**src/rtl/btn_debouncer.sv**
```systemverilog
// Multi-button debouncer: two-flop synchronizer, shared sample prescaler,
// per-button stability counter, press/release strobes and a hold flag.
module btn_debouncer #(
   parameter int NBTN    = 8,
   parameter int CLKDIV  = 100000,
   parameter int NSTABLE = 4,
   parameter int NHOLD   = 500
) (
   input  logic            i_clk,
   input  logic            i_reset_n,
   input  logic [NBTN-1:0] i_btn,
   output logic [NBTN-1:0] o_btn,
   output logic [NBTN-1:0] o_press,
   output logic [NBTN-1:0] o_release,
   output logic [NBTN-1:0] o_hold,
   output logic            o_tick
);

   localparam int DW = (CLKDIV > 1) ? $clog2(CLKDIV) : 1;
   localparam int SW = (NSTABLE > 1) ? $clog2(NSTABLE) : 1;
   localparam int HW = $clog2(NHOLD + 1);

   localparam logic [DW-1:0] DIV_LAST  = DW'(CLKDIV - 1);
   localparam logic [DW-1:0] DIV_PRE   = DW'(CLKDIV - 2);
   localparam logic [SW-1:0] STAB_LAST = SW'(NSTABLE - 1);
   localparam logic [HW-1:0] HOLD_MAX  = HW'(NHOLD);

   logic [NBTN-1:0] meta;
   logic [NBTN-1:0] sync;
   logic [DW-1:0]   div;

   logic [SW-1:0]   stab     [NBTN];
   logic [SW-1:0]   stab_nxt [NBTN];
   logic [HW-1:0]   hold     [NBTN];
   logic [HW-1:0]   hold_nxt [NBTN];

   logic [NBTN-1:0] differ;
   logic [NBTN-1:0] accept;
   logic [NBTN-1:0] btn_nxt;
   logic [NBTN-1:0] hold_flag;

   // o_tick is registered one cycle early so it is high exactly while div == CLKDIV-1.
   always_ff @(posedge i_clk or negedge i_reset_n) begin
      if (!i_reset_n) begin
         meta   <= '0;
         sync   <= '0;
         div    <= '0;
         o_tick <= 1'b0;
      end else begin
         meta   <= i_btn;
         sync   <= meta;
         div    <= (div == DIV_LAST) ? '0 : div + DW'(1);
         o_tick <= (div == DIV_PRE);
      end
   end

   always_comb begin
      stab_nxt  = stab;
      hold_nxt  = hold;
      differ    = '0;
      accept    = '0;
      btn_nxt   = o_btn;
      hold_flag = '0;
      for (int unsigned i = 0; i < NBTN; i++) begin
         differ[i] = sync[i] ^ o_btn[i];
         accept[i] = o_tick && differ[i] && (stab[i] == STAB_LAST);

         if (!differ[i])
            stab_nxt[i] = '0;
         else if (o_tick)
            stab_nxt[i] = accept[i] ? '0 : stab[i] + SW'(1);

         btn_nxt[i] = accept[i] ? sync[i] : o_btn[i];

         if (!o_btn[i])
            hold_nxt[i] = '0;
         else if (o_tick && (hold[i] != HOLD_MAX))
            hold_nxt[i] = hold[i] + HW'(1);

         // Gating with the next level drops the flag on the same edge as the release.
         hold_flag[i] = btn_nxt[i] && (hold_nxt[i] == HOLD_MAX);
      end
   end

   always_ff @(posedge i_clk or negedge i_reset_n) begin
      if (!i_reset_n) begin
         for (int unsigned i = 0; i < NBTN; i++) begin
            stab[i] <= '0;
            hold[i] <= '0;
         end
         o_btn     <= '0;
         o_press   <= '0;
         o_release <= '0;
         o_hold    <= '0;
      end else begin
         for (int unsigned i = 0; i < NBTN; i++) begin
            stab[i] <= stab_nxt[i];
            hold[i] <= hold_nxt[i];
         end
         o_btn     <= btn_nxt;
         o_press   <= accept & sync;
         o_release <= accept & ~sync;
         o_hold    <= hold_flag;
      end
   end

endmodule

```
**config.mk**
```make
export PLATFORM = sky130hd
export DESIGN_NAME = btn_debouncer
export DESIGN_NICKNAME = d
export VERILOG_FILES = /design/src/rtl/btn_debouncer.sv
export SDC_FILE = /design/constraint.sdc
export NUM_CORES = 1
export LEC_CHECK = 0
export BUFFER_PORTS_ARGS = -buffer_cell sky130_fd_sc_hd__buf_2
export CAP_MARGIN = 10
export CORE_MARGIN = 8
export CORE_UTILIZATION = 25
export DETAILED_ROUTE_END_ITERATION = 10
export PLACE_DENSITY = 0.42
export SYNTH_ARGS = -nofsm -noshare
export SYNTH_HDL_FRONTEND = slang
export SYNTH_SLANG_ARGS = --single-unit
```
**constraint.sdc**
```tcl
create_clock -name i_clk -period 2.27 [get_ports i_clk]
set_input_delay 0.5675 -clock i_clk [delete_from_list [all_inputs] [get_ports i_clk]]
set_output_delay 0.5675 -clock i_clk [all_outputs]
set_load 0.05 [all_outputs]
```
=== After elaboration in Yosys (flattened, before gate mapping) ===
Cells that the tools add are included.
Widths: inputs -> output; s select.

* Add/subtract/negate cells: 17
* Equal/unequal tests: 34
* Multiplexer cells: 49
* Bitwise logic cells: 11
* Reductions and logical operators: 32

{| class="wikitable"
|+ Operators by type and width
! kind !! number
|-
| $mux 9 || 16
|-
| $add 9x1->9 const B || 8
|-
| $eq 9x9->1 const B || 8
|-
| $ne 9x9->1 const B || 8
|-
| $mux 2 || 24
|-
| $eq 17x17->1 const B || 2
|-
| $logic_and 1x1->1 || 32
|-
| $add 17x1->17 const B || 1
|-
| $mux 17 || 1
|-
| $add 2x1->2 const B || 8
|-
| $and 8x8->8 || 2
|-
| $eq 2x2->1 const B || 8
|-
| $ne 2x2->1 const B || 8
|-
| $mux 1 || 8
|-
| $not 8->8 || 1
|-
| $xor 1x1->1 || 8
|}

* Flip-flop bits (word level): 154
* Input port bits: 10
* Output and inout port bits: 33
* Word-level logic and storage cells: 167

=== Depth between registers and ports, before layout ===
* Word-level depth: 6
* Gate-level depth with buffers: 7
* Gate-level depth less buffers: 7

=== Worst setup path after synthesis ===
No wires, ideal clock.

* Path kind: reg-to-reg
* Start point: register o_tick
* End point: register o_hold[0]
* Library setup time: 0.125 ns
* Data arrival time: 1.978 ns
* Data required time: 2.145 ns
* Setup slack: 0.167 ns
* Stages on the path, launching flop included: 8
* Path buffers: 2
* Clock period less this slack: 2.103 ns
* Cell sequence: dfrtp_1 -> buf_2 -> buf_2 -> nand2_1 -> nor3_1 -> xor2_1 -> nand4_1 -> a2111oi_0

* Cells in the longest elaborated chain, start to end: 5
* Elaborated cells on any way between the ends: 8
* Classes of those cells: 1 x eq/ne; 3 x mux; 4 x reduce/logical

{| class="wikitable"
|+ RTL lines
! element !! line !! RTL
|-
| from (decl) || 16 || <nowiki>output logic o_tick</nowiki>
|-
| from (signal assigned) || 53 || <nowiki>o_tick <= (div == DIV_PRE);</nowiki>
|-
| $logic_and 1x1->1 || 77 || <nowiki>else if (o_tick && (hold[i] != HOLD_MAX))</nowiki>
|-
| $mux 9 || 77 ||
|-
| $mux 9 || 75 || <nowiki>if (!o_btn[i])</nowiki>
|-
| $eq 9x9->1 || 81 || <nowiki>hold_flag[i] = btn_nxt[i] && (hold_nxt[i] == HOLD_MAX);</nowiki>
|-
| $logic_and 1x1->1 * || 81 ||
|-
| net hold_flag[0] || 40 || <nowiki>logic [NBTN-1:0] hold_flag;</nowiki>
|-
| to (signal assigned) || 103 || <nowiki>o_hold <= hold_flag;</nowiki>
|-
| to (decl) || 15 || <nowiki>output logic [NBTN-1:0] o_hold,</nowiki>
|}

The timed path passes the listed nets; every way through them passes the cells marked *.
A chain may end at the register's enable or synchronous reset.

=== Final worst setup path ===
* Start point: register hold[54] (netlist name)
* End point: register o_hold[1]

* Cells in the longest elaborated chain, start to end: 6
* Elaborated cells on any way between the ends: 7
* Classes of those cells: 1 x add/sub; 2 x eq/ne; 2 x mux; 2 x reduce/logical

{| class="wikitable"
|+ RTL lines
! element !! line !! RTL
|-
| from (decl) || 34 || <nowiki>logic [HW-1:0] hold [NBTN];</nowiki>
|-
| from (signal, indexed assignment) || 98 || <nowiki>hold[i] <= hold_nxt[i];</nowiki>
|-
| branches (longest 2 deep; another with $add 9x1->9) || - ||
|-
| $mux 9 * || 77 ||
|-
| $mux 9 * || 75 ||
|-
| $eq 9x9->1 * || 81 ||
|-
| $logic_and 1x1->1 * || 81 ||
|-
| net hold_flag[1] || 40 ||
|}

Mark *: on every way through the listed nets, which the timed path passes.

==> results.json <==
{
  "status": "finished clean",
  "die_h_um": 188.8,
  "cts_sinks": 154,
  "cp-startpoint": "hold[54]",
  "max_slew_margin_pct": 61.85,
  "r2r_start": "hold[54]",
  "tightest_slew_ns": 0.5578,
  "io_buffers": 42,
  "fin_crit_sh_pct": 90.95,
  "rsz0062_at_grt": "no",
  "reg2reg_depth": 7,
  "rows": 63,
  "cts_tree": "done",
  "synthAdderAreaFrac_pct": 4.359,
  "hold_viol_final": 0,
  "p_clk_share_pct": 51.0,
  "finalNetCount": 800,
  "cts.clk_slew.worst_paths_ns": 0.08,
  "ant_nets": 0,
  "htreeDepth": 4,
  "vias_per_cell": 4.442,
  "fin_area_um2": 8886,
  "numCtsBuffers": 17,
  "fp.dieW_um": 188.8,
  "switchingPower_mw": 1.284,
  "area_growth_pct": 19.08,
  "dpl.cell_count": 1135,
  "grt.total_usage_pct": 9.082,
  "synthCells": 701,
  "path_class": "reg2reg",
  "cts-root-buf": "clkbuf_16",
  "dpl_cell_area_um2": 8269,
  "ios": 43,
  "power-per-cell-area_nw_per_um2": 656.8,
  "synth_top_area_cell": "dfrtp_1",
  "cts.path.max_buffers": 2,
  "floorplan.initialDensity_pct": 25.31,
  "required_ns": 2.53,
  "synth_compound_area_share_pct": 8.535,
  "skew_ns": 0.01529,
  "ys_seq_area_share_pct": 51.64,
  "syn_area_um2": 7462,
  "endpoint": "o_hold[1]",
  "yosys-mux-area-fraction_pct": 3.756,
  "initialDrtViolationCount": 420,
  "swShare_pct": 22.00,
  "worstSetupStartpointType": "register",
  "grt_pass1_vias": 5383,
  "synth.net_count": 737,
  "worstReg2RegEnd": "o_hold[1]",
  "ys.flop_type": "dfrtp_1",
  "post_cts_buffers": 0,
  "p_leak_nw": 3.854,
  "holdWs_ns": 0.05185,
  "p_seq_share_pct": 47.5,
  "post-route-min-period_ns": 2.065,
  "gr-total-overflow": 0,
  "timing.max_cap.violations": 0,
  "hpwl_mm": 10.41,
  "fp.coreArea_um2": 29480,
  "dr.pass1.iters": 5,
  "synthSimpleGateAreaFrac_pct": 22.05,
  "critPathCaptureType": "register",
  "comb_power_share_pct": 1.5,
  "internal_power_mw": 4.552,
  "finalMaxSlewViolations": 0,
  "antenna_found_initial": 0,
  "wl_mm": 15.41,
  "route.vias.total": 5184,
  "synth_seq_cells": 154,
  "r2r_setup_slack_ns": 0.21,
  "instances_no_fill": 1167,
  "synth.area.top_cells": "dfrtp_1, xnor2_1, ha_1",
  "fin_tns_setup_ns": 0,
  "yosys.area.top_type_share_pct": 51.64,
  "place_congestion": 0.7434,
  "cp_data_arrival_time_ns": 2.33,
  "wire_per_inst_um": 13.21,
  "ys_types": 50,
  "max_freq_ghz": 0.4844,
  "die_area_um2": 35630,
  "diodes": 0,
  "synth_top_family_by_area": "simple AND/OR/NAND/NOR gates",
  "ir_drop_mv": 0.4430,
  "clk_latency_ns": 0.43,
  "grt_start_max_net_pins": 41,
  "setup_viol": 0,
  "synth-xor-area-share_pct": 7.042,
  "drc": 0,
  "async_flop_share_pct": 100.0,
  "grt_pass1_wl_mm": 26.89,
  "syn_avg_cell_area_um2": 10.65,
  "layout-drive-gt1-share_pct": 13.64,
  "ys_warn_count": 0,
  "synth_edf_count": 0,
  "hold_class": "in2async",
  "cp_max_fo": 6
}
==> worst min-delay path by stage <==
stage	start	endpoint	cells after the start
finish	i_reset_n	hold[40]	1
global route	i_reset_n	hold[42]	1
CTS	i_reset_n	hold[40]	1
detailed placement	meta[1]	sync[1]	0
global placement	meta[7]	sync[7]	0
floorplan	i_reset_n	div[0]	0
==> kinds of logic (layout without fill, tap and decap cells) <==
family          count (synthesis)  after routing
simple gates                  287            287
mux                            27             27
fa+ha+maj                      26             26
compound gates                 98             98
flops                         154            154
buf+inv                        49            125
xor+xnor                       60             60
==> sequential cells by signal (all words and copies together), names as in the netlist <==
name / cells
o_release: 8
o_hold: 8
div: 17
o_press: 8
o_btn: 8
o_tick: 1
stab: 16
meta: 8
sync: 8
hold: 72
==> critical path: stages, from the launching register on <==
cell and delay [ns]:
dfrtp_1 0.44, inv_1 0.09, ha_1 0.19, and4b_1 0.19, nand3_1 0.16, nand2_1 0.14, mux2i_1 0.16, a2111oi_0 0.55
==> routing by layer <==
layer | wire length, µm | global-route usage (%) | up-vias
met5 | 0 | 0 | -
met2 | 7211 | 14.19 | 48
met4 | 134 | 2.706 | 0
li1 | - | - | 2610
met1 | 7697 | 12.21 | 2519
met3 | 369 | 2.255 | 7
==> Yosys cell counts, drive strengths merged, types with 3 or more instances <==
| cell | instances |
|---|---|
| dfrtp | 154 |
| nor2 | 44 |
| xnor2 | 43 |
| nand2 | 38 |
| inv | 33 |
| and2 | 32 |
| nand4 | 32 |
| ha | 26 |
| o21ai | 26 |
| nand3 | 25 |
| a21boi | 22 |
| nor3 | 22 |
| or3 | 21 |
| a21oi | 20 |
| mux2i | 19 |
| nor3b | 17 |
| xor2 | 17 |
| nor2b | 16 |
| clkbuf | 10 |
| mux2 | 8 |
| nor4b | 8 |
| and4 | 7 |
| a31oi | 6 |
| buf | 6 |
| nand4b | 6 |
| and3 | 5 |
| o21a | 5 |
| a21o | 4 |
| o2111ai | 4 |
| o211a | 4 |
| nor4 | 3 |
==> stage by stage <==
step,total power [mW],setup slack [ns],util (%)
floorplan,2.828,0.1667,-
global placement,2.915,0.1518,28.05
detailed placement,2.917,0.1255,28.05
CTS,5.950,0.1405,30.13
global route,6.088,0.01664,30.14
finish,5.836,0.2055,30.14
==> cell usage in the layout, fill, tap and decap left out, types with 25 or more instances in the layout <==
cell and count:
ha_1 26, nor2_1 44, and2_1 32, nand3_1 25, nand2_1 38, inv_1 33
nand4_1 32, o21ai_0 25, buf_2 41, dfrtp_1 153, xnor2_1 43
==> power groups by stage <==
stage	sequential, mW	clock (mW)	combinational, mW
2_1_floorplan	2.82	0	0.00939
5_1_grt	2.77	3.21	0.102
4_1_cts	2.77	3.09	0.0937
3_3_place_gp	2.82	0	0.0922
3_5_place_dp	2.82	0	0.0938
6_report	2.77	2.98	0.0858
==> final cells by class <==
class,count,area [µm²]
Fill cell,3090,20590
Clock inverter,13,170.2
Timing Repair Buffer,60,389.1
Sequential cell,154,3857
Tap cell,390,488.0
Multi-Input combinational cell,498,3415
Clock buffer,19,442.9
Inverter,33,123.9
==> repair_timing <==
item	in CTS	in global routing
setup endpoints to repair	0	4
resized for setup	0	3
hold buffers	0	0
(Power assumes the default switching activity.)
